## src/rtl/bus_word_assembler_if.sv

```systemverilog
// Bus-side capture interface: load strobes and bus value in, assembled operand and status out.
interface bus_word_assembler_if #(
    parameter int unsigned BUS_WIDTH  = 16,
    parameter int unsigned DATA_WIDTH = 16
);
    logic [BUS_WIDTH-1:0]  i_bus_data;
    logic                  i_load_byte;
    logic                  i_load_word;
    logic                  i_consume;
    logic [DATA_WIDTH-1:0] o_data;
    logic                  o_valid;
    logic                  o_half;
    logic                  o_overrun;
    logic                  o_conflict;

    modport slave (
        input  i_bus_data, i_load_byte, i_load_word, i_consume,
        output o_data, o_valid, o_half, o_overrun, o_conflict
    );

    modport master (
        output i_bus_data, i_load_byte, i_load_word, i_consume,
        input  o_data, o_valid, o_half, o_overrun, o_conflict
    );
endinterface

```

## src/rtl/bus_word_assembler.sv

```systemverilog
// Assembles a 16-bit operand from one word load or two byte loads (low then high)
// and flags overrun and simultaneous-strobe misuse with sticky bits.
module bus_word_assembler #(
    parameter int unsigned BUS_WIDTH  = 16,
    parameter int unsigned BYTE_WIDTH = 8,
    parameter int unsigned DATA_WIDTH = 16
) (
    input logic                  i_clk,
    input logic                  i_reset,
    bus_word_assembler_if.slave  io_bus
);
    typedef enum logic [1:0] {
        StEmpty = 2'd0,
        StHalf  = 2'd1,
        StFull  = 2'd2
    } state_e;

    state_e                r_state;
    logic [DATA_WIDTH-1:0] r_data;
    logic                  r_overrun;
    logic                  r_conflict;

    state_e                w_state_eff;
    state_e                w_state_next;
    logic [DATA_WIDTH-1:0] w_data_next;
    logic                  w_overrun_next;
    logic                  w_conflict_next;
    logic [BYTE_WIDTH-1:0] w_byte;

    assign w_byte = io_bus.i_bus_data[BYTE_WIDTH-1:0];

    always_comb begin
        // Consume acts before the load; the unused encoding also falls back to empty.
        w_state_eff = r_state;
        if (io_bus.i_consume || (r_state != StHalf && r_state != StFull)) begin
            w_state_eff = StEmpty;
        end

        w_state_next    = w_state_eff;
        w_data_next     = r_data;
        w_overrun_next  = r_overrun;
        w_conflict_next = r_conflict;

        if (io_bus.i_load_word) begin
            w_data_next  = io_bus.i_bus_data[DATA_WIDTH-1:0];
            w_state_next = StFull;
            if (io_bus.i_load_byte) begin
                w_conflict_next = 1'b1;
            end
        end else if (io_bus.i_load_byte) begin
            case (w_state_eff)
                StHalf: begin
                    w_data_next[DATA_WIDTH-1:BYTE_WIDTH] = w_byte;
                    w_state_next                         = StFull;
                end
                StFull: begin
                    w_overrun_next = 1'b1;
                end
                default: begin
                    w_data_next  = {{(DATA_WIDTH-BYTE_WIDTH){1'b0}}, w_byte};
                    w_state_next = StHalf;
                end
            endcase
        end
    end

    always_ff @(posedge i_clk) begin
        if (i_reset) begin
            r_state    <= StEmpty;
            r_data     <= '0;
            r_overrun  <= 1'b0;
            r_conflict <= 1'b0;
        end else begin
            r_state    <= w_state_next;
            r_data     <= w_data_next;
            r_overrun  <= w_overrun_next;
            r_conflict <= w_conflict_next;
        end
    end

    assign io_bus.o_data     = r_data;
    assign io_bus.o_valid    = (r_state == StFull);
    assign io_bus.o_half     = (r_state == StHalf);
    assign io_bus.o_overrun  = r_overrun;
    assign io_bus.o_conflict = r_conflict;
endmodule

```

## src/flat_wrapper.sv

```systemverilog
// flat-port wrapper written by rule: the top's interface ports become plain ports
module bus_word_assembler_flat 
#(
    parameter int unsigned BUS_WIDTH  = 16,
    parameter int unsigned BYTE_WIDTH = 8,
    parameter int unsigned DATA_WIDTH = 16
)
  (i_clk, i_reset, io_bus_i_bus_data, io_bus_i_load_byte, io_bus_i_load_word, io_bus_i_consume, io_bus_o_data, io_bus_o_valid, io_bus_o_half, io_bus_o_overrun, io_bus_o_conflict);
  bus_word_assembler_if #(.BUS_WIDTH(BUS_WIDTH), .DATA_WIDTH(DATA_WIDTH)) io_bus_i ();
  input logic i_clk;
  input logic i_reset;
  input wire logic [$bits(io_bus_i.i_bus_data)-1:0] io_bus_i_bus_data;
  input wire logic [$bits(io_bus_i.i_load_byte)-1:0] io_bus_i_load_byte;
  input wire logic [$bits(io_bus_i.i_load_word)-1:0] io_bus_i_load_word;
  input wire logic [$bits(io_bus_i.i_consume)-1:0] io_bus_i_consume;
  output wire logic [$bits(io_bus_i.o_data)-1:0] io_bus_o_data;
  output wire logic [$bits(io_bus_i.o_valid)-1:0] io_bus_o_valid;
  output wire logic [$bits(io_bus_i.o_half)-1:0] io_bus_o_half;
  output wire logic [$bits(io_bus_i.o_overrun)-1:0] io_bus_o_overrun;
  output wire logic [$bits(io_bus_i.o_conflict)-1:0] io_bus_o_conflict;
  assign io_bus_i.i_bus_data = io_bus_i_bus_data;
  assign io_bus_i.i_load_byte = io_bus_i_load_byte;
  assign io_bus_i.i_load_word = io_bus_i_load_word;
  assign io_bus_i.i_consume = io_bus_i_consume;
  assign io_bus_o_data = io_bus_i.o_data;
  assign io_bus_o_valid = io_bus_i.o_valid;
  assign io_bus_o_half = io_bus_i.o_half;
  assign io_bus_o_overrun = io_bus_i.o_overrun;
  assign io_bus_o_conflict = io_bus_i.o_conflict;
  bus_word_assembler #(.BUS_WIDTH(BUS_WIDTH), .BYTE_WIDTH(BYTE_WIDTH), .DATA_WIDTH(DATA_WIDTH)) u_core (.i_clk(i_clk), .i_reset(i_reset), .io_bus(io_bus_i));
endmodule
```

## config.mk

```make
export PLATFORM = sky130hd
export DESIGN_NAME = bus_word_assembler_flat
export DESIGN_NICKNAME = d
export VERILOG_FILES = /design/src/rtl/bus_word_assembler_if.sv /design/src/rtl/bus_word_assembler.sv /design/src/flat_wrapper.sv
export SDC_FILE = /design/constraint.sdc
export NUM_CORES = 1
export LEC_CHECK = 0
export CAP_MARGIN = 20
export CORE_MARGIN = 2
export CORE_UTILIZATION = 41
export DETAILED_ROUTE_END_ITERATION = 7
export GPL_TIMING_DRIVEN = 0
export PLACE_DENSITY = 0.78
export SLEW_MARGIN = 5
export SYNTH_ARGS = -nofsm -noshare
export SYNTH_HDL_FRONTEND = slang
export SYNTH_SLANG_ARGS = --single-unit
export TNS_END_PERCENT = 30
```

## constraint.sdc

```tcl
create_clock -name i_clk -period 2.9 [get_ports i_clk]
set_input_delay 0.58 -clock i_clk [delete_from_list [all_inputs] [get_ports i_clk]]
set_output_delay 0.58 -clock i_clk [all_outputs]
set_load 0.03 [all_outputs]
```

==> out/metrics.csv <==
stage;metric;value;unit
synth;Synth Flop Type;dfxtp_1;
clock_tree;CTS max path bufs;2;
synth;syn avg cell area;8.782;sq um
setup_path;worst path cell trace;inv_1, ha_1, or3_1, inv_1, ha_1, nor2b_4, buf_6, or2_1, buf_6, a311oi_2;
global_route;grt ovf;0;
flow_run;Max-cap violations;0;
floorplanning;Initial Util;42.89;%
synth;share of the synthesized area in the top cell type;42.61;%
final_layout;Area Growth Syn to Fin;50.87;%
detailed_routing;initial drt markers;12;
clock_tree;post-cts resize count;0;
timing;max-slew violations;0;
floorplanning;chip width;51.88;microns
detailed_routing;WL met3;135;microns
setup_path;CP max stage cell;or3_1;
synth;Post-Synth Adder-Cell Area;5.326;%
timing;Setup TNS;0;ps
detailed_routing;DR WL/cell;13.44;microns
setup_path;CP Buf/Inv Count;4;
pwr;Static Leak;0.5238;nW
clock_tree;CTS tree;done;
detailed_routing;uppermost layer routed;met4;
final_layout;n_diodes;0;
synth;Synth Area in Compound Gates;20.24;%
timing;unrepaired setup endpoints after global routing;no;
clock_tree;TritonCTS buffer count;3;
synth;post-synthesis mux area share;1.198;%
detailed_routing;Metal-1 WL;1061;microns
timing;min Tclk post-route;2271;ps
final_layout;Net count, final;176;
detailed_routing;DRT Wirelength;2392;microns
timing;fin worst setup slack;628.6;ps
timing;worst slew pin tran;646.4;ps
floorplanning;Die H;51.88;microns
clock_tree;Reg clk slew, reported paths;130;ps
setup_path;WS Path Type;flip-flop to flip-flop;
setup_path;crit path max fanout;10;
synth;Netlist cell types;20;
setup_path;CP Launch Type;flip-flop;
floorplanning;Rows;17;
detailed_routing;Post-route DRC;0;
synth;Ys Warns;0;
synth;cell count after synthesis;107;
run_status;status;complete, no violations;
synth;count leader, synth;nand2_1;
synth;syn nets;132;
pwr;VDD IR max;0.0003511;V
setup_path;WP data required;3110;ps
global_route;global-route wire length before repair;3988;microns
setup_path;Crit. End Element;flip-flop;
placement;# port buffers;39;
clock_tree;worst skew pair latency;310;ps
synth;post-synthesis sequential area ratio;42.61;%
clock_tree;postcts setup bufs;0;
timing;Slew headroom;56.90;%
global_route;vias in the first global route;927;
final_layout;layout cells sized above 1;11.33;%
floorplanning;area of the core;2191;sq um
floorplanning;Top Ports;41;
global_route;initial antenna violation count;0;
placement;gpl congestion;0.7760;
detailed_routing;Antenna Nets Post-Route;0;
setup_path;CP arrival;2490;ps
timing;Final setup viols;0;
setup_path;Worst path top cell family by delay;simple AND/OR/NAND/NOR gates;
synth;largest area contributor in the netlist;dfxtp_1;
synth;#FFs+latches synth;20;
timing;Hold Vio Cnt, Final;0;
detailed_routing;DR pass1 iterations;4;
clock_tree;CTS sink count;20;
timing;skew final;15.83;ps
synth;ys async rst share;0;%
setup_path;crit-path max cell delay;390;ps
synth;XOR/XNOR Fraction of Synth Area;0;%
global_route;largest net degree at the start of global routing;13;
synth;top cells by area, synth;dfxtp_1, a311oi_2, nand2_1;
floorplanning;die area;2691;sq um
pwr;total power divided by cell area;491.5;nW/um^2
hold_path;Hold Path Class;flip-flop to flip-flop;
global_route;All-Layer GR Usage;19.54;%
detailed_routing;routed vias;902;
timing;Fmax;0.4403;GHz
clock_tree;H-tree depth;1;
placement;Post-DP HPWL;1884;microns
clock_tree;hold_buf cts;0;
synth;Synth Area in Simple Gates;24.10;%
synth;synth cell count leaders;nand2_1, dfxtp_1, a21oi_1, nor3_1;
timing;worst hold margin;461.9;ps
placement;worst slack at placement;400.9;ps
pwr;overall power;0.0006968;W
synth;Synth Cell Area;939.7;sq um
detailed_routing;met2 WL post-DR;1184;microns
timing;crit share post-route;78.33;%
detailed_routing;Avg Vias per Cell;5.067;
synth;Post-synth EDFFs;0;
clock_tree;Root Driver;clkbuf_4;
synth;main combinational cell family by area after synthesis;simple AND/OR/NAND/NOR gates;
-- per-stage QoR --
| stage | std cells | utilization, % | area [sq um] |
|---|---|---|---|
| 4_1_cts | 178 | 64.71 | 1418 |
| 2_1_floorplan | 107 | - | 939.7 |
| 3_3_place_gp | 174 | 62.31 | 1365 |
| 6_report | 178 | 64.71 | 1418 |
| 5_1_grt | 178 | 64.71 | 1418 |
| 3_5_place_dp | 174 | 62.31 | 1365 |
-- power breakdown --
part	switching [W]	internal, W
combinational	0.0000865	0.0000771
clock	0.0000921	0.000140
sequential	0.00000899	0.000292
total	0.000188	0.000509
-- cell type report --
class / count / area, sq um
repair buffers: 39 / 390.4
clock inverters: 1 / 30.03
flip-flops and latches: 20 / 400.4
inverters: 5 / 18.77
fillers: 191 / 773.2
plain buffers: 7 / 42.54
well taps: 28 / 35.03
clock buffers: 3 / 22.52
multi-input cells: 75 / 478.0
-- flip-flops by register name, indices dropped and copies added (netlist names) --
name / count
u_core.r_state: 2
u_core.io_bus.o_conflict: 1
u_core.io_bus.o_data: 16
u_core.io_bus.o_overrun: 1
-- per-layer routing --
layer	GRT usage [%]	vias to the layer above
met2	35.02	31
li1	-	461
met5	0	-
met1	24.10	408
met3	4.598	2
met4	2.632	0
-- worst register-to-register path: cells and delay by family, from the launching register on --
kind / cells / cell delay (ps)
simple gates: 3 / 650
flops: 1 / 360
buf+inv: 4 / 430
fa+ha+maj: 2 / 520
compound gates: 1 / 210
-- cell families after synthesis --
family,Yosys count
AO/OA/AOI/OAI,21
adder cells (fa/ha/maj),4
buffers and inverters,12
flip-flops,20
multiplexers,1
AND/OR/NAND/NOR,49
-- layout by cell type, fill, tap and decap left out --
| master | synthesis | routed |
|---|---|---|
| nor2_1 | 2 | 2 |
| or3_1 | 1 | 1 |
| buf_2 | 1 | 1 |
| buf_6 | 2 | 2 |
| a31oi_1 | 2 | 2 |
| clkbuf_4 | 0 | 3 |
| clkdlybuf4s50_1 | 0 | 39 |
| nor2b_4 | 1 | 1 |
| or2_1 | 1 | 1 |
| nand2_1 | 24 | 24 |
| ha_1 | 4 | 4 |
| dfxtp_1 | 20 | 20 |
| mux2_2 | 1 | 1 |
| clkinv_1 | 1 | 1 |
| nand3_1 | 8 | 8 |
| clkbuf_1 | 4 | 4 |
| a311oi_2 | 8 | 8 |
| a21o_1 | 1 | 1 |
| a21oi_1 | 10 | 10 |
| bufinv_16 | 0 | 1 |
| nor3_1 | 10 | 10 |
| inv_1 | 4 | 4 |
| nand2b_1 | 2 | 2 |
-- final timing paths --
path                                start                        to  slack, ps  cells past startpoint
setup / recovery        u_core.r_state[0]  u_core.io_bus.o_data[12]        630                     10
hold reg to reg   u_core.io_bus.o_data[1]   u_core.io_bus.o_data[1]        460                      2
setup reg to reg        u_core.r_state[0]  u_core.io_bus.o_data[12]        630                     10
hold / removal    u_core.io_bus.o_data[1]   u_core.io_bus.o_data[1]        460                      2
Note: power is estimated with default switching activity, not from simulation.
